==> src/rtl/game_clock_ctrl.sv <==
// Game clock controller for a minesweeper-style board.
// Counts elapsed play time in seconds and minutes, supports pause/resume,
// freezes the time when the game ends, saturates at MAX_MINUTES:59, and
// remembers the fastest winning time until the next hardware reset.
module game_clock_ctrl #(
    parameter int TICKS_PER_SEC = 50_000_000,
    parameter int MAX_MINUTES   = 99
) (
    input  logic       clock,
    input  logic       reset,
    input  logic       start,
    input  logic       pause,
    input  logic       game_won,
    input  logic       game_lost,
    input  logic       new_game,
    output logic [5:0] seconds,
    output logic [6:0] minutes,
    output logic [1:0] state,
    output logic       sec_tick,
    output logic       saturated,
    output logic [5:0] best_seconds,
    output logic [6:0] best_minutes,
    output logic       best_valid,
    output logic       new_best
);

    // A one-cycle second (TICKS_PER_SEC == 1) still needs a one-bit counter.
    localparam int PW = (TICKS_PER_SEC > 1) ? $clog2(TICKS_PER_SEC) : 1;
    localparam logic [PW-1:0] PRESC_LAST = PW'(TICKS_PER_SEC - 1);
    localparam logic [6:0]    MIN_LAST   = 7'(MAX_MINUTES);
    localparam logic [5:0]    SEC_LAST   = 6'd59;

    typedef enum logic [1:0] {
        IDLE  = 2'd0,
        RUN   = 2'd1,
        PAUSE = 2'd2,
        DONE  = 2'd3
    } state_t;

    // Registered state and outputs.
    state_t          r_state;
    logic [PW-1:0]   r_presc;
    logic [5:0]      r_sec;
    logic [6:0]      r_min;
    logic            r_secTick;
    logic            r_sat;
    logic [5:0]      r_bestSec;
    logic [6:0]      r_bestMin;
    logic            r_bestValid;
    logic            r_newBest;

    // Next-state values produced by the combinational FSM.
    state_t          w_nextState;
    logic [PW-1:0]   w_nextPresc;
    logic [5:0]      w_nextSec;
    logic [6:0]      w_nextMin;
    logic            w_nextSecTick;
    logic            w_nextSat;
    logic [5:0]      w_nextBestSec;
    logic [6:0]      w_nextBestMin;
    logic            w_nextBestValid;
    logic            w_nextNewBest;

    // Helper terms shared by the FSM.
    logic            w_tick;
    logic            w_atLimit;
    logic            w_isFaster;
    logic [PW-1:0]   w_prescInc;

    // The prescaler wraps on its last count; that wrap is the second tick.
    assign w_tick     = (r_state == RUN) && (r_presc == PRESC_LAST);
    assign w_prescInc = (r_presc == PRESC_LAST) ? '0 : r_presc + PW'(1);

    // Time is held once it reaches MAX_MINUTES:59.
    assign w_atLimit  = (r_min == MIN_LAST) && (r_sec == SEC_LAST);

    // A win replaces the record only when strictly faster, or when no record exists.
    assign w_isFaster = !r_bestValid || ({r_min, r_sec} < {r_bestMin, r_bestSec});

    // Next-state and next-output logic; new_game outranks every other input,
    // and an accepted end-of-game or pause event swallows a coincident tick.
    always_comb begin
        w_nextState     = r_state;
        w_nextPresc     = r_presc;
        w_nextSec       = r_sec;
        w_nextMin       = r_min;
        w_nextSecTick   = 1'b0;
        w_nextSat       = r_sat;
        w_nextBestSec   = r_bestSec;
        w_nextBestMin   = r_bestMin;
        w_nextBestValid = r_bestValid;
        w_nextNewBest   = 1'b0;

        if (new_game) begin
            w_nextState = IDLE;
            w_nextPresc = '0;
            w_nextSec   = '0;
            w_nextMin   = '0;
            w_nextSat   = 1'b0;
        end else begin
            case (r_state)
                IDLE: begin
                    if (start) begin
                        w_nextState = RUN;
                        w_nextPresc = '0;
                        w_nextSec   = '0;
                        w_nextMin   = '0;
                        w_nextSat   = 1'b0;
                    end
                end

                RUN: begin
                    w_nextPresc = w_prescInc;
                    if (game_won) begin
                        w_nextState = DONE;
                        if (w_isFaster) begin
                            w_nextBestSec   = r_sec;
                            w_nextBestMin   = r_min;
                            w_nextBestValid = 1'b1;
                            w_nextNewBest   = 1'b1;
                        end
                    end else if (game_lost) begin
                        w_nextState = DONE;
                    end else if (pause) begin
                        w_nextState = PAUSE;
                    end else if (w_tick) begin
                        if (w_atLimit) begin
                            w_nextSat = 1'b1;
                        end else if (r_sec == SEC_LAST) begin
                            w_nextSec     = '0;
                            w_nextMin     = r_min + 7'd1;
                            w_nextSecTick = 1'b1;
                        end else begin
                            w_nextSec     = r_sec + 6'd1;
                            w_nextSecTick = 1'b1;
                        end
                    end
                end

                PAUSE: begin
                    if (game_won) begin
                        w_nextState = DONE;
                        if (w_isFaster) begin
                            w_nextBestSec   = r_sec;
                            w_nextBestMin   = r_min;
                            w_nextBestValid = 1'b1;
                            w_nextNewBest   = 1'b1;
                        end
                    end else if (game_lost) begin
                        w_nextState = DONE;
                    end else if (pause) begin
                        w_nextState = RUN;
                    end
                end

                DONE: begin
                    w_nextState = DONE;
                end

                default: begin
                    w_nextState = IDLE;
                end
            endcase
        end
    end

    // State and output registers, cleared asynchronously by reset.
    always_ff @(posedge clock or posedge reset) begin
        if (reset) begin
            r_state     <= IDLE;
            r_presc     <= '0;
            r_sec       <= '0;
            r_min       <= '0;
            r_secTick   <= 1'b0;
            r_sat       <= 1'b0;
            r_bestSec   <= '0;
            r_bestMin   <= '0;
            r_bestValid <= 1'b0;
            r_newBest   <= 1'b0;
        end else begin
            r_state     <= w_nextState;
            r_presc     <= w_nextPresc;
            r_sec       <= w_nextSec;
            r_min       <= w_nextMin;
            r_secTick   <= w_nextSecTick;
            r_sat       <= w_nextSat;
            r_bestSec   <= w_nextBestSec;
            r_bestMin   <= w_nextBestMin;
            r_bestValid <= w_nextBestValid;
            r_newBest   <= w_nextNewBest;
        end
    end

    assign state        = r_state;
    assign seconds      = r_sec;
    assign minutes      = r_min;
    assign sec_tick     = r_secTick;
    assign saturated    = r_sat;
    assign best_seconds = r_bestSec;
    assign best_minutes = r_bestMin;
    assign best_valid   = r_bestValid;
    assign new_best     = r_newBest;

endmodule
==> config.mk <==
export PLATFORM = sky130hd
export DESIGN_NAME = game_clock_ctrl
export DESIGN_NICKNAME = d
export VERILOG_FILES = /design/src/rtl/game_clock_ctrl.sv
export SDC_FILE = /design/constraint.sdc
export NUM_CORES = 1
export LEC_CHECK = 0
export CORE_MARGIN = 2
export CORE_UTILIZATION = 45
export CTS_BUF_LIST = sky130_fd_sc_hd__clkbuf_2
export CTS_CLUSTER_DIAMETER = 100
export DETAILED_ROUTE_END_ITERATION = 10
export DONT_BUFFER_PORTS = 1
export HOLD_SLACK_MARGIN = 0.12
export SYNTH_ARGS = -nofsm -noshare
export SYNTH_HDL_FRONTEND = slang
export SYNTH_SLANG_ARGS = --single-unit
==> constraint.sdc <==
create_clock -name clock -period 4.9 [get_ports clock]
set_input_delay 1.225 -clock clock [delete_from_list [all_inputs] [get_ports clock]]
set_output_delay 1.225 -clock clock [all_outputs]
set_load 0.03 [all_outputs]
==> metrics.yaml <==
timing:
  setup_viol: 0
  slew_headroom: 0.378
  layout_setup_ws_ns: 1.78
  hold_violations: 0
  period_share: 0.636
  post-route-min-period_ns: 3.12
  drv_slew: 0
  worstMarginPinSlew_ns: 0.931
  holdWs_ns: 0.545
  rsz0062_at_grt: "false"
  fin_skew_ns: 0.0168
  tns_ns: 0
  clock.fmax_mhz: 321
logic_synthesis:
  syn-instance-count: 330
  synthesis.area_um2: 3190
  synth_area_per_cell_um2: 9.68
  synthDistinctLibCells: 49
  async_flop_share: 1.00
  synth.yosys.seq_area_share: 0.454
  synth_warnings: 0
  synth_edf_count: 0
  synth_nets: 356
  ys_seq_elements: 58
  synth_ff_type: "dfrtp_1"
routing:
  drc: 0
  dr.pass1.iters: 4
  vias: 2347
  wl_per_cell_um: 15.0
  routed_wl_mm: 6.54
  drt-vias-per-instance: 5.37
  drtIter0Drc: 119
  ant_nets: 0
place:
  place_ws_ns: 1.81
  dp_hpwl_mm: 4.61
  place_congestion: 0.780
  placed_area_um2: 3300
  portBuffers: 0
die:
  rows: 30
  die_y_um: 88.3
  start_util: 0.468
  die-area_um2: 7790
  die_w_um: 88.3
  io_pins: 39
  coreArea_um2: 6830
setup_path:
  ff2ff_setup_slack_ns: 1.78
  worstPathRequired_ns: 5.28
  crit_path_start_kind: "flip-flop"
  critPathCaptureType: "flip-flop"
  r2r-start: "minutes[4]$_DFFE_PP0P_"
  worstRegToRegCells: 6
  rr_endpoint: "best_seconds[0]$_DFFE_PP0P_"
  arrival_ns: 3.50
  crit_type: "reg2reg"
  critPathMaxFanout: 14
global_route:
  grt_use_total: 0.186
  grt_antenna_before_repair: 0
  grt_start_max_net_pins: 59
  grt_pass1_vias: 2251
  grt_overflow: 0
  grt_pass1_wl_mm: 11.3
clock_network:
  hold_buffers: 0
  clk_latency_ns: 0.48
  cts.reportedPaths.clkPinSlew_ns: 0.17
  cts_tree: "built"
  clock-sinks: 58
  cts.htree.levels: 3
  clk_path_buf_depth: 2
  cts_setup_buffers: 0
  clock-root-buffer: "clkbuf_2"
  ctsResizeCount: 0
  cts_buffers: 9
cells_and_area:
  drive_above_1_share: 0.103
  fin_nets: 363
  antenna_cells: 0
  final_util: 0.493
  syn_to_final_growth_pct: 5.48
  design_area_um2: 3370
min_path:
  min_to: "r_presc[1]$_DFFE_PP0P_"
  hold_path_depth: 2
  min_from: "r_presc[1]$_DFFE_PP0P_"
  min_path_type: "reg2reg"
run_status:
  outcome: "finished clean"
pwr:
  p_leak_uw: 0.00146
  power_density_nw_per_um2: 299
  ir_drop_v: 0.000171
flow_run:
  drv_cap: 0
[flip-flops by register name, indices dropped and copies added, names as in the netlist]
name	count
best_minutes	7
best_seconds	6
minutes	7
r_presc	26
saturated	1
best_valid	1
seconds	6
sec_tick	1
state	2
new_best	1
[metal layers]
layer  part of all wire  GRT usage  wire (µm)  vias up
li1                   -          -          -     1178
met1               0.51      0.272       3330     1119
met2               0.44      0.270       2850       38
met3              0.037     0.0373        243       12
met4              0.017     0.0785        112        0
met5                  0          0          0        -
[cells in the mapped netlist (4+ instances only)]
master,instances,area (µm²)
ha_1,19,238
mux2_2,11,124
nand3_1,10,50.1
nand4_1,12,75.1
nor4_1,4,25.0
mux2i_1,5,50.1
dfrtp_1,58,1450
inv_1,23,86.3
a21oi_1,14,70.1
nand2_1,34,128
nor2_1,40,150
o21ai_0,16,80.1
xor2_1,11,96.3
xnor2_1,12,105
o31ai_1,4,30.0
nor3_1,6,30.0
[worst max-delay path, cell delays in order, from the launching register on]
cell and delay (ns):
dfrtp_1 0.66, ha_1 0.32, a21oi_1 0.14, o21ai_0 0.16
or4_1 0.59, a31oi_2 0.73, mux2_2 0.41
[cell type report]
cell class	instances	area, µm²
Inverter	24	90.1
Clock buffer	9	45.0
Fill cell	652	3460
Multi-Input combinational cell	243	1630
Sequential cell	58	1450
Timing Repair Buffer	1	7.51
Clock inverter	6	25.0
Tap cell	96	120
[worst max-delay path by stage]
stage / startpoint / end / slack (ns) / cells past startpoint
2_1_floorplan: start / minutes[3]$_DFFE_PP0P_ / 2.17 / 7
3_3_place_gp: start / minutes[3]$_DFFE_PP0P_ / 1.84 / 6
3_5_place_dp: start / minutes[3]$_DFFE_PP0P_ / 1.81 / 6
4_1_cts: minutes[4]$_DFFE_PP0P_ / best_seconds[0]$_DFFE_PP0P_ / 1.80 / 6
5_1_grt: minutes[4]$_DFFE_PP0P_ / best_seconds[2]$_DFFE_PP0P_ / 1.57 / 6
6_report: minutes[4]$_DFFE_PP0P_ / best_seconds[0]$_DFFE_PP0P_ / 1.78 / 6
[report_power, final]
| part | leakage (µW) | total (µW) | switching, µW | internal (µW) |
|---|---|---|---|---|
| clock network | 0.0000515 | 230 | 174 | 55.9 |
| registers | 0.000801 | 566 | 65.5 | 501 |
| logic | 0.000603 | 210 | 140 | 69.1 |
[cells in the final DEF, fill, tap and decap left out, types with 3 or more instances in the layout]
| master | n |
|---|---|
| and4b_1 | 3 |
| nand4_1 | 12 |
| xor2_1 | 11 |
| or4_1 | 3 |
| and2_1 | 3 |
| nand3_1 | 10 |
| nand2b_1 | 3 |
| a21oi_1 | 14 |
| nor3_1 | 6 |
| o31ai_1 | 4 |
| clkinv_1 | 4 |
| nor4_1 | 4 |
| dfrtp_1 | 58 |
| xnor2_1 | 12 |
| clkbuf_2 | 9 |
| mux2_2 | 11 |
| inv_1 | 22 |
| and4_1 | 3 |
| nand2_1 | 34 |
| mux2i_1 | 5 |
| ha_1 | 19 |
| o21ai_0 | 16 |
| and3_1 | 3 |
| nor2_1 | 39 |
[logic make-up after synthesis]
group                      share of synthesized area
adders and majority gates                     0.0744
AOI/OAI and AO/OA                             0.0932
and+or+nand+nor                                0.224
buffers and inverters                         0.0360
DFF                                            0.454
muxes                                         0.0544
xor gates and xnor gates                      0.0631
[metrics by stage]
step / instances / power (µW)
after global routing: 437 / 1070
after CTS: 437 / 1020
after detailed placement: 422 / 788
final: 437 / 1010
after floorplan: 330 / 739
after global placement: 422 / 782
(Power assumes the default switching activity.)
